`src/rtl/pipe_hazard_ctrl.sv`:
```
// Hazard and forwarding controller for a 5-stage pipeline: load-use stall,
// taken-branch squash, registered ALU forwarding selects and perf counters.
module pipe_hazard_ctrl #(
  parameter int CNT_W = 16
) (
  input  logic             clk_i,
  input  logic             rst_i,
  input  logic             id_valid_i,
  input  logic [4:0]       id_rs_i,
  input  logic [4:0]       id_rt_i,
  input  logic             id_uses_rs_i,
  input  logic             id_uses_rt_i,
  input  logic [4:0]       id_rd_i,
  input  logic             id_regwrite_i,
  input  logic             id_memread_i,
  input  logic             ex_branch_taken_i,
  output logic             pc_write_o,
  output logic             ifid_write_o,
  output logic             ifid_flush_o,
  output logic             idex_bubble_o,
  output logic [1:0]       fwd_a_o,
  output logic [1:0]       fwd_b_o,
  output logic [CNT_W-1:0] stall_cnt_o,
  output logic [CNT_W-1:0] flush_cnt_o
);

  typedef struct packed {
    logic       valid;
    logic [4:0] rd;
    logic       regwrite;
    logic       memread;
  } slot_t;

  slot_t ex_slot_reg, mem_slot_reg, wb_slot_reg, ex_slot_next;
  logic  lu;
  logic  stall_inc, flush_inc;
  logic [CNT_W-1:0] stall_cnt_reg, flush_cnt_reg;
  logic [1:0] fwd_sel [2];

  // Register 0 is hard-wired, so a write to it never creates a dependency.
  function automatic logic slot_writes(input slot_t s, input logic [4:0] r);
    return s.valid && s.regwrite && (s.rd == r) && (r != 5'd0);
  endfunction

  always_comb begin
    lu = id_valid_i && ex_slot_reg.valid && ex_slot_reg.memread &&
         ((id_uses_rs_i && slot_writes(ex_slot_reg, id_rs_i)) ||
          (id_uses_rt_i && slot_writes(ex_slot_reg, id_rt_i)));
  end

  // Reset values double as the safe "hold everything" state while rst_i is low.
  always_comb begin
    pc_write_o    = 1'b0;
    ifid_write_o  = 1'b0;
    ifid_flush_o  = 1'b0;
    idex_bubble_o = 1'b1;
    if (rst_i) begin
      if (ex_branch_taken_i) begin
        pc_write_o    = 1'b1;
        ifid_write_o  = 1'b1;
        ifid_flush_o  = 1'b1;
        idex_bubble_o = 1'b1;
      end else if (lu) begin
        pc_write_o    = 1'b0;
        ifid_write_o  = 1'b0;
        ifid_flush_o  = 1'b0;
        idex_bubble_o = 1'b1;
      end else begin
        pc_write_o    = 1'b1;
        ifid_write_o  = 1'b1;
        ifid_flush_o  = 1'b0;
        idex_bubble_o = 1'b0;
      end
    end
  end

  always_comb begin
    ex_slot_next = '0;
    if (id_valid_i && !idex_bubble_o) begin
      ex_slot_next.valid    = 1'b1;
      ex_slot_next.rd       = id_rd_i;
      ex_slot_next.regwrite = id_regwrite_i;
      ex_slot_next.memread  = id_memread_i;
    end
  end

  always_ff @(posedge clk_i or negedge rst_i) begin
    if (!rst_i) begin
      ex_slot_reg  <= '0;
      mem_slot_reg <= '0;
      wb_slot_reg  <= '0;
    end else begin
      ex_slot_reg  <= ex_slot_next;
      mem_slot_reg <= ex_slot_reg;
      wb_slot_reg  <= mem_slot_reg;
    end
  end

  // The WB slot is tracked for completeness only; WB->ID is covered by the
  // write-first register file, so nothing downstream consumes it.
  logic wb_unused;
  assign wb_unused = ^wb_slot_reg;

  // One forwarding unit per ALU operand: gi=0 handles rs (A), gi=1 handles rt (B).
  generate
    for (genvar gi = 0; gi < 2; gi++) begin : g_fwd
      logic [4:0] src;
      logic       use_src;
      logic [1:0] fwd_next, fwd_reg;

      assign src     = (gi == 0) ? id_rs_i : id_rt_i;
      assign use_src = (gi == 0) ? id_uses_rs_i : id_uses_rt_i;

      always_comb begin
        fwd_next = 2'b00;
        if (!idex_bubble_o && id_valid_i && use_src) begin
          if (slot_writes(ex_slot_reg, src))
            fwd_next = 2'b01;
          else if (slot_writes(mem_slot_reg, src))
            fwd_next = 2'b10;
        end
      end

      always_ff @(posedge clk_i or negedge rst_i) begin
        if (!rst_i) fwd_reg <= 2'b00;
        else        fwd_reg <= fwd_next;
      end

      assign fwd_sel[gi] = fwd_reg;
    end
  endgenerate

  assign fwd_a_o = fwd_sel[0];
  assign fwd_b_o = fwd_sel[1];

  assign stall_inc = rst_i && lu && !ex_branch_taken_i;
  assign flush_inc = rst_i && ex_branch_taken_i;

  always_ff @(posedge clk_i or negedge rst_i) begin
    if (!rst_i) begin
      stall_cnt_reg <= '0;
      flush_cnt_reg <= '0;
    end else begin
      if (stall_inc && (stall_cnt_reg != {CNT_W{1'b1}}))
        stall_cnt_reg <= stall_cnt_reg + 1'b1;
      if (flush_inc && (flush_cnt_reg != {CNT_W{1'b1}}))
        flush_cnt_reg <= flush_cnt_reg + 1'b1;
    end
  end

  assign stall_cnt_o = stall_cnt_reg;
  assign flush_cnt_o = flush_cnt_reg;

endmodule
```
`config.mk`:
```
export PLATFORM = sky130hd
export DESIGN_NAME = pipe_hazard_ctrl
export DESIGN_NICKNAME = d
export VERILOG_FILES = /design/src/rtl/pipe_hazard_ctrl.sv
export SDC_FILE = /design/constraint.sdc
export NUM_CORES = 1
export LEC_CHECK = 0
export BUFFER_PORTS_ARGS = -buffer_cell sky130_fd_sc_hd__buf_2
export CORE_AREA = 2 2 77 79
export CTS_CLUSTER_DIAMETER = 50
export DETAILED_ROUTE_END_ITERATION = 8
export DIE_AREA = 0 0 79 81
export GPL_TIMING_DRIVEN = 0
export PLACE_DENSITY = 0.76
export SYNTH_ARGS = -nofsm -noshare
export SYNTH_HDL_FRONTEND = slang
export SYNTH_SLANG_ARGS = --single-unit
```
`constraint.sdc`:
```
create_clock -name clk_i -period 2.6 [get_ports clk_i]
set_input_delay 0.52 -clock clk_i [delete_from_list [all_inputs] [get_ports clk_i]]
set_output_delay 0.52 -clock clk_i [all_outputs]
set_load 0.005 [all_outputs]
```
==> reports/metrics.csv, run 1 <==
stage;metric;value;unit
setup_path;crit path buf inv count;2;
power;P_sw;430;uW
setup_path;critical path's top delay family;simple AND/OR/NAND/NOR gates;
global_routing;Global Route Usage Sum;0.164;
clock_network;clk_lat worst skew;0.30;ns
routing;Iter 0 DRT Violations;91;
yosys;Primary FF master, synth;dfrtp_1;
worst_hold_path;Hold Crit Class;input pin to asynchronous set/reset pin;
yosys;Post-synth ARST share;1.00;
yosys;Seq/Total Area, Yosys;0.526;
power;Pwr Density;544;nW/um2
cells_and_area;number of diodes;0;
floorplan;Die Y;81;um
sta;max-slew violations;0;
yosys;Synth warnings;0;
global_routing;vias in the first global route;1762;
yosys;Synth cell types;36;
setup_path;R2R depth;12;
clock_network;maximum clock insertion buffer count;2;
floorplan;core footprint;5680;um2
cells_and_area;Final Core Density;0.540;
clock_network;Worst-path clk slew;0.09;ns
cells_and_area;Design Area, Final;3060;um2
place;Placed Area;2830;um2
routing;routed len/inst;13.3;um
clock_network;H-Tree Level Count;2;
yosys;EDFF count, synth;0;
floorplan;Die X;79;um
status;run status;complete, no violations;
place;Detail Placement HPWL;3670;um
setup_path;CP max FO;3;
routing;DRT Pass-1 Iters;4;
sta;setup TNS;0;ns
floorplan;# rows;28;
yosys;Gate Count Post-Synth;222;
power;power share of the sequential group;0.553;
cells_and_area;nets@finish;324;
cells_and_area;Synth-to-Final Area Change;26.3;%
sta;highest clock rate;394;MHz
yosys;Post-Syn Area;2430;um2
global_routing;largest net degree at the start of global routing;55;
sta;setup skew after layout;0.00634;ns
power;Max VDD drop;0.396;mV
setup_path;CP max stage delay;0.54;ns
setup_path;startpoint types;input pin;
clock_network;CTS root buf;clkbuf_8;
routing;drt drc;0;
floorplan;Die Area;6400;um2
clock_network;CTS tree;done;
power;internal power;1.24;mW
routing;total number of vias;1888;
setup_path;CP dominant cell by count;nor2_2;
sta;final setup fails;0;
yosys;Synthesized Nets;247;
power;Pleak;1.55;nW
run;Max Cap Viol;0;
setup_path;CP Depth;8;
clock_network;total CTS buffers;5;
clock_network;Sink Count;51;
routing;Detail Route Antenna Nets;0;
setup_path;Critical Path RT;2.08;ns
place;routability cong.;0.880;
cells_and_area;share of cells above drive strength 1;0.318;
floorplan;Initial Util;0.427;
sta;Final min period;2.54;ns
routing;final WL;4970;um
setup_path;CP Cell Sequence;buf_6, or4_4, o21ai_4, nor4_4, nor2_2, nor2_2, a211o_1, buf_2;
setup_path;Slowest-stage cell, CP;or4_4;
place;IO buf count;62;
setup_path;Crit Path Class;input pin to output port;
global_routing;grt total ovfl;0;
setup_path;CP arrival;2.02;ns
yosys;FF+latch count, synth;51;
power;clock power share;0.316;
global_routing;antenna violations before repair;0;
sta;Min Hold Slack;0.233;ns
sta;Max-slew headroom;0.564;
sta;worst slew pin tran;0.653;ns
setup_path;Worst setup EP type;output port;
power;Gate power share;0.131;
routing;DR vias/cell;5.05;
sta;Final Hold Viols;0;
sta;period utilisation layout;0.975;
yosys;Synth Area per Inst;10.9;um2
power;switch share;0.258;
global_routing;first-pass GRT wire length;8200;um
floorplan;I/O Pins;63;
-- stage by stage --
step	power (mW)	std cells	setup WS (ns)
finish	1.67	374	0.0644
global route	1.75	374	-0.0100
CTS	1.68	372	0.000159
detailed placement	1.15	359	-0.373
global placement	1.13	359	-0.337
floorplan	1.02	222	0.200
-- cell usage in the layout (no fill, tap or decap), drive strengths merged, types with 2 or more instances in the layout --
cell type and count:
a31oi 2, and2 8, and3 5, and4 2, buf 72, clkbuf 6
dfrtp 51, ha 2, inv 4, mux2 3, nand2 18, nand2b 2
nand3 21, nand4 5, nor2 18, nor3 11, nor4 7, o21a 2
o21ai 3, or4 2, xnor2 23, xor2 24
-- power groups by stage --
| stage | clock, mW | combinational [mW] | sequential, mW |
|---|---|---|---|
| global route | 0.571 | 0.249 | 0.931 |
| floorplan | 0 | 0.0989 | 0.924 |
| finish | 0.528 | 0.218 | 0.921 |
| CTS | 0.543 | 0.220 | 0.918 |
| detailed placement | 0 | 0.213 | 0.934 |
| global placement | 0 | 0.202 | 0.930 |
-- cells in the mapped netlist (2+ instances only) --
master	instances	share of area
dfrtp_1	51	0.53
and2_1	8	0.021
xor2_1	24	0.087
nor4_2	2	0.010
and4_1	2	0.0072
nand4_1	5	0.013
xnor2_1	23	0.083
inv_1	4	0.0062
nor3_1	9	0.019
ha_1	2	0.010
mux2_1	2	0.0093
a31oi_1	2	0.0052
nor3_2	2	0.0083
nand3_1	21	0.043
and3_1	5	0.013
o21a_1	2	0.0062
nor4_1	5	0.013
nand2_1	18	0.028
or4_1	2	0.0062
nor2_1	17	0.026
-- layer usage --
metal | vias to the layer above | global-route usage | part of all wire
met1 | 901 | 0.214 | 0.45
met3 | 9 | 0.0289 | 0.046
met4 | 0 | 0.0862 | 0.020
met2 | 63 | 0.264 | 0.48
met5 | - | 0 | 0
li1 | 915 | - | -
-- cell type report --
class,count,area [um2]
Multi-Input combinational cell,164,1160
Clock inverter,2,37.5
Tap cell,75,93.8
Timing Repair Buffer,71,393
Inverter,4,15.0
Buffer,2,16.3
Sequential cell,51,1280
Fill cell,536,2610
Clock buffer,5,68.8
-- logic make-up (layout without fill, tap and decap cells) --
| logic type | Yosys count | after routing | synth area share |
|---|---|---|---|
| AND/OR/NAND/NOR | 101 | 101 | 0.224 |
| flip-flops | 51 | 51 | 0.526 |
| XOR/XNOR | 47 | 47 | 0.170 |
| AO/OA/AOI/OAI | 11 | 11 | 0.0397 |
| buffers and inverters | 7 | 84 | 0.0160 |
| multiplexers | 3 | 3 | 0.0139 |
| adder cells (fa/ha/maj) | 2 | 2 | 0.0103 |
-- timing repair --
| item | CTS | global route |
|---|---|---|
| endpoints found under the setup margin | 8 | 10 |
| setup buffers | 7 | 2 |
| gates resized for setup | 9 | 5 |
| gates cloned | 0 | 0 |
| hold buffers | 0 | 0 |
| pin swaps | 6 | 7 |
-- path summary, 6_finish.rpt --
path                                           from                     endpoint  slack (ns)
setup / recovery                         id_rt_i[4]                idex_bubble_o        0.06
hold / removal                                rst_i  stall_cnt_o[12]$_DFFE_PN0P_        0.23
setup reg to reg           ex_slot_reg[3]$_DFF_PN0_     ex_slot_reg[2]$_DFF_PN0_        0.18
hold reg to reg            ex_slot_reg[1]$_DFF_PN0_    mem_slot_reg[1]$_DFF_PN0_        0.43
max in group asynchronous                     rst_i     ex_slot_reg[5]$_DFF_PN0_        1.92
min in group clk_i                       id_rd_i[3]     ex_slot_reg[5]$_DFF_PN0_        0.42
(Power assumes the default switching activity.)
==> run 2: changes to the inputs <==
Settings changed: GPL_ROUTABILITY_DRIVEN from default to 0, RECOVER_POWER from default to 100.
==> run 2 against run 1 <==
Net effect:
- non-clock buffer count did not move
- setup slack hardly changed
- critical path type unchanged
- hold slack better by 0.0011 ns
- die area unchanged
- routed wire length rose by 1.2%
- power fell by 0.28%
- largest power group unchanged
- final area decreased by 1.3%
- clock power about the same
- register-to-register slack barely moved
- via count is 0.37% higher
- critical path depth unchanged
==> reports/metrics.csv, run 2 (synthesis gave the netlist of run 1 again) <==
stage;metric;value;unit;change
cells_and_area;commonest non-fill, non-tap cells in the layout;dfrtp_1, buf_2, xor2_1, xnor2_1, nand3_1;;
floorplan;Die X;79;um;unchanged
setup_path;CP max FO;3;;unchanged
sta;max-slew violations;0;;unchanged
setup_path;startpoint types;input pin;;
routing;routed len/inst;13.4;um;+1.2%
global_routing;largest net degree at the start of global routing;55;;unchanged
sta;Min Hold Slack;0.234;ns;+0.00114 ns
floorplan;core footprint;5680;um2;unchanged
clock_network;clk_lat worst skew;0.30;ns;about the same
setup_path;Crit Path Class;input pin to output port;;
clock_network;H-Tree Level Count;2;;unchanged
setup_path;Critical Path RT;2.08;ns;about the same
sta;Final min period;2.54;ns;-0.0000499 ns
cells_and_area;Fill cells;547;;+2.1%
clock_network;total CTS buffers;5;;unchanged
global_routing;first-pass GRT wire length;8200;um;unchanged
clock_network;maximum clock insertion buffer count;2;;unchanged
clock_network;Sink Count;51;;unchanged
setup_path;CP arrival;2.02;ns;about the same
clock_network;CTS root buf;clkbuf_8;;
setup_path;Worst setup EP type;output port;;
power;Pleak;1.48;nW;-4.8%
place;IO buf count;62;;unchanged
clock_network;CTS tree;done;;
sta;setup skew after layout;0.00517;ns;-0.00117 ns
setup_path;Slowest-stage cell, CP;or4_4;;
global_routing;grt total ovfl;0;;unchanged
cells_and_area;commonest non-fill, non-tap cell in the layout;dfrtp_1;;
power;Max VDD drop;0.398;mV;+0.47%
cells_and_area;nets@finish;324;;unchanged
sta;final setup fails;0;;unchanged
floorplan;Die Y;81;um;unchanged
worst_hold_path;Hold Crit Class;input pin to asynchronous set/reset pin;;
floorplan;Initial Util;0.427;;unchanged
sta;Final Hold Viols;0;;unchanged
routing;Iter 0 DRT Violations;63;;-31%
routing;Detail Route Antenna Nets;0;;unchanged
cells_and_area;number of diodes;0;;unchanged
global_routing;Global Route Usage Sum;0.164;;unchanged
clock_network;Worst-path clk slew;0.09;ns;about the same
global_routing;vias in the first global route;1762;;unchanged
routing;drt drc;0;;unchanged
setup_path;CP max stage delay;0.54;ns;about the same
floorplan;# rows;28;;unchanged
sta;highest clock rate;394;MHz;about the same
cells_and_area;Final Core Density;0.533;;-0.00706
routing;final WL;5030;um;+1.2%
cells_and_area;Multi-input gate area;1140;um2;-1.7%
cells_and_area;FF+latch area;1280;um2;unchanged
setup_path;CP dominant cell by count;nor2_2;;
place;Detail Placement HPWL;3670;um;unchanged
global_routing;antenna violations before repair;0;;unchanged
clock_network;Hold Buf Count CTS;0;;unchanged
run;Max Cap Viol;0;;unchanged
status;run status;complete, no violations;;
cells_and_area;share of cells above drive strength 1;0.254;;-0.0635
floorplan;Die Area;6400;um2;unchanged
routing;DRT Pass-1 Iters;4;;unchanged
routing;total number of vias;1895;;+0.37%
power;Pwr Density;550;nW/um2;+1.0%
routing;DR vias/cell;5.07;;+0.37%
sta;period utilisation layout;0.975;;about the same
sta;worst slew pin tran;0.656;ns;+0.00267 ns
setup_path;CP Cell Sequence;buf_6, or4_4, o21ai_4, nor4_4, nor2_2, nor2_2, a211o_1, buf_2;;
floorplan;I/O Pins;63;;unchanged
sta;Max-slew headroom;0.563;;-0.00178
cells_and_area;Synth-to-Final Area Change;24.6;%;
run 2: timing repair:
item                       CTS  global route
buffers inserted             7             2
setup endpoints to repair    8            10
resized for setup            9             5
pin swaps                    6             7
run 2: worst max-delay path: cells and delay by family:
| family | cells | cell delay, ns |
|---|---|---|
| AO/OA/AOI/OAI | 2 | 0.42 |
| AND/OR/NAND/NOR | 4 | 0.85 |
| buffers and inverters | 2 | 0.22 |
run 2: per-stage QoR:
stage	power [mW]	setup TNS, ns	instance area (um2)	cells	setup WS (ns)
6_report	1.66	0	3020	374	0.0645
5_1_grt	1.74	-0.0100	3020	374	-0.0100
4_1_cts	1.68	0	3030	372	0.000159
3_5_place_dp	1.15	-5.63	2830	359	-0.373
3_3_place_gp	1.13	-4.47	2830	359	-0.337
2_1_floorplan	1.02	0	2430	222	0.200
run 2: cell type report:
class / instances / area share
multi-input combinational: 164 / 0.378
clock inverter: 2 / 0.0124
timing repair buffer: 71 / 0.124
sequential: 51 / 0.422
inverter: 4 / 0.00497
tap: 75 / 0.0310
clock buffer: 5 / 0.0228
buffer: 2 / 0.00497
run 2: where the power goes:
group / switching [mW] / leakage [nW] / internal, mW / total, mW
Clock: 0.247 / 0.0502 / 0.281 / 0.529
Combinational: 0.108 / 0.732 / 0.104 / 0.212
Sequential: 0.0774 / 0.693 / 0.845 / 0.922
run 2: worst paths after layout:
check	end	cells past startpoint	slack (ns)	from
max	idex_bubble_o	8	0.06	id_rt_i[4]
min	stall_cnt_o[12]$_DFFE_PN0P_	1	0.23	rst_i
max reg2reg	ex_slot_reg[2]$_DFF_PN0_	12	0.18	ex_slot_reg[3]$_DFF_PN0_
min reg2reg	mem_slot_reg[1]$_DFF_PN0_	0	0.43	ex_slot_reg[1]$_DFF_PN0_
max in group asynchronous	ex_slot_reg[5]$_DFF_PN0_	1	1.91	rst_i
min in group clk_i	ex_slot_reg[5]$_DFF_PN0_	2	0.42	id_rd_i[3]
run 2: layer usage:
layer / vias up / wire length, um / share of wire / GRT usage
li1: 913 / - / - / -
met1: 916 / 2270 / 0.45 / 0.214
met2: 57 / 2400 / 0.48 / 0.264
met3: 9 / 259 / 0.051 / 0.0289
met4: 0 / 100 / 0.020 / 0.0862
met5: - / 0 / 0 / 0
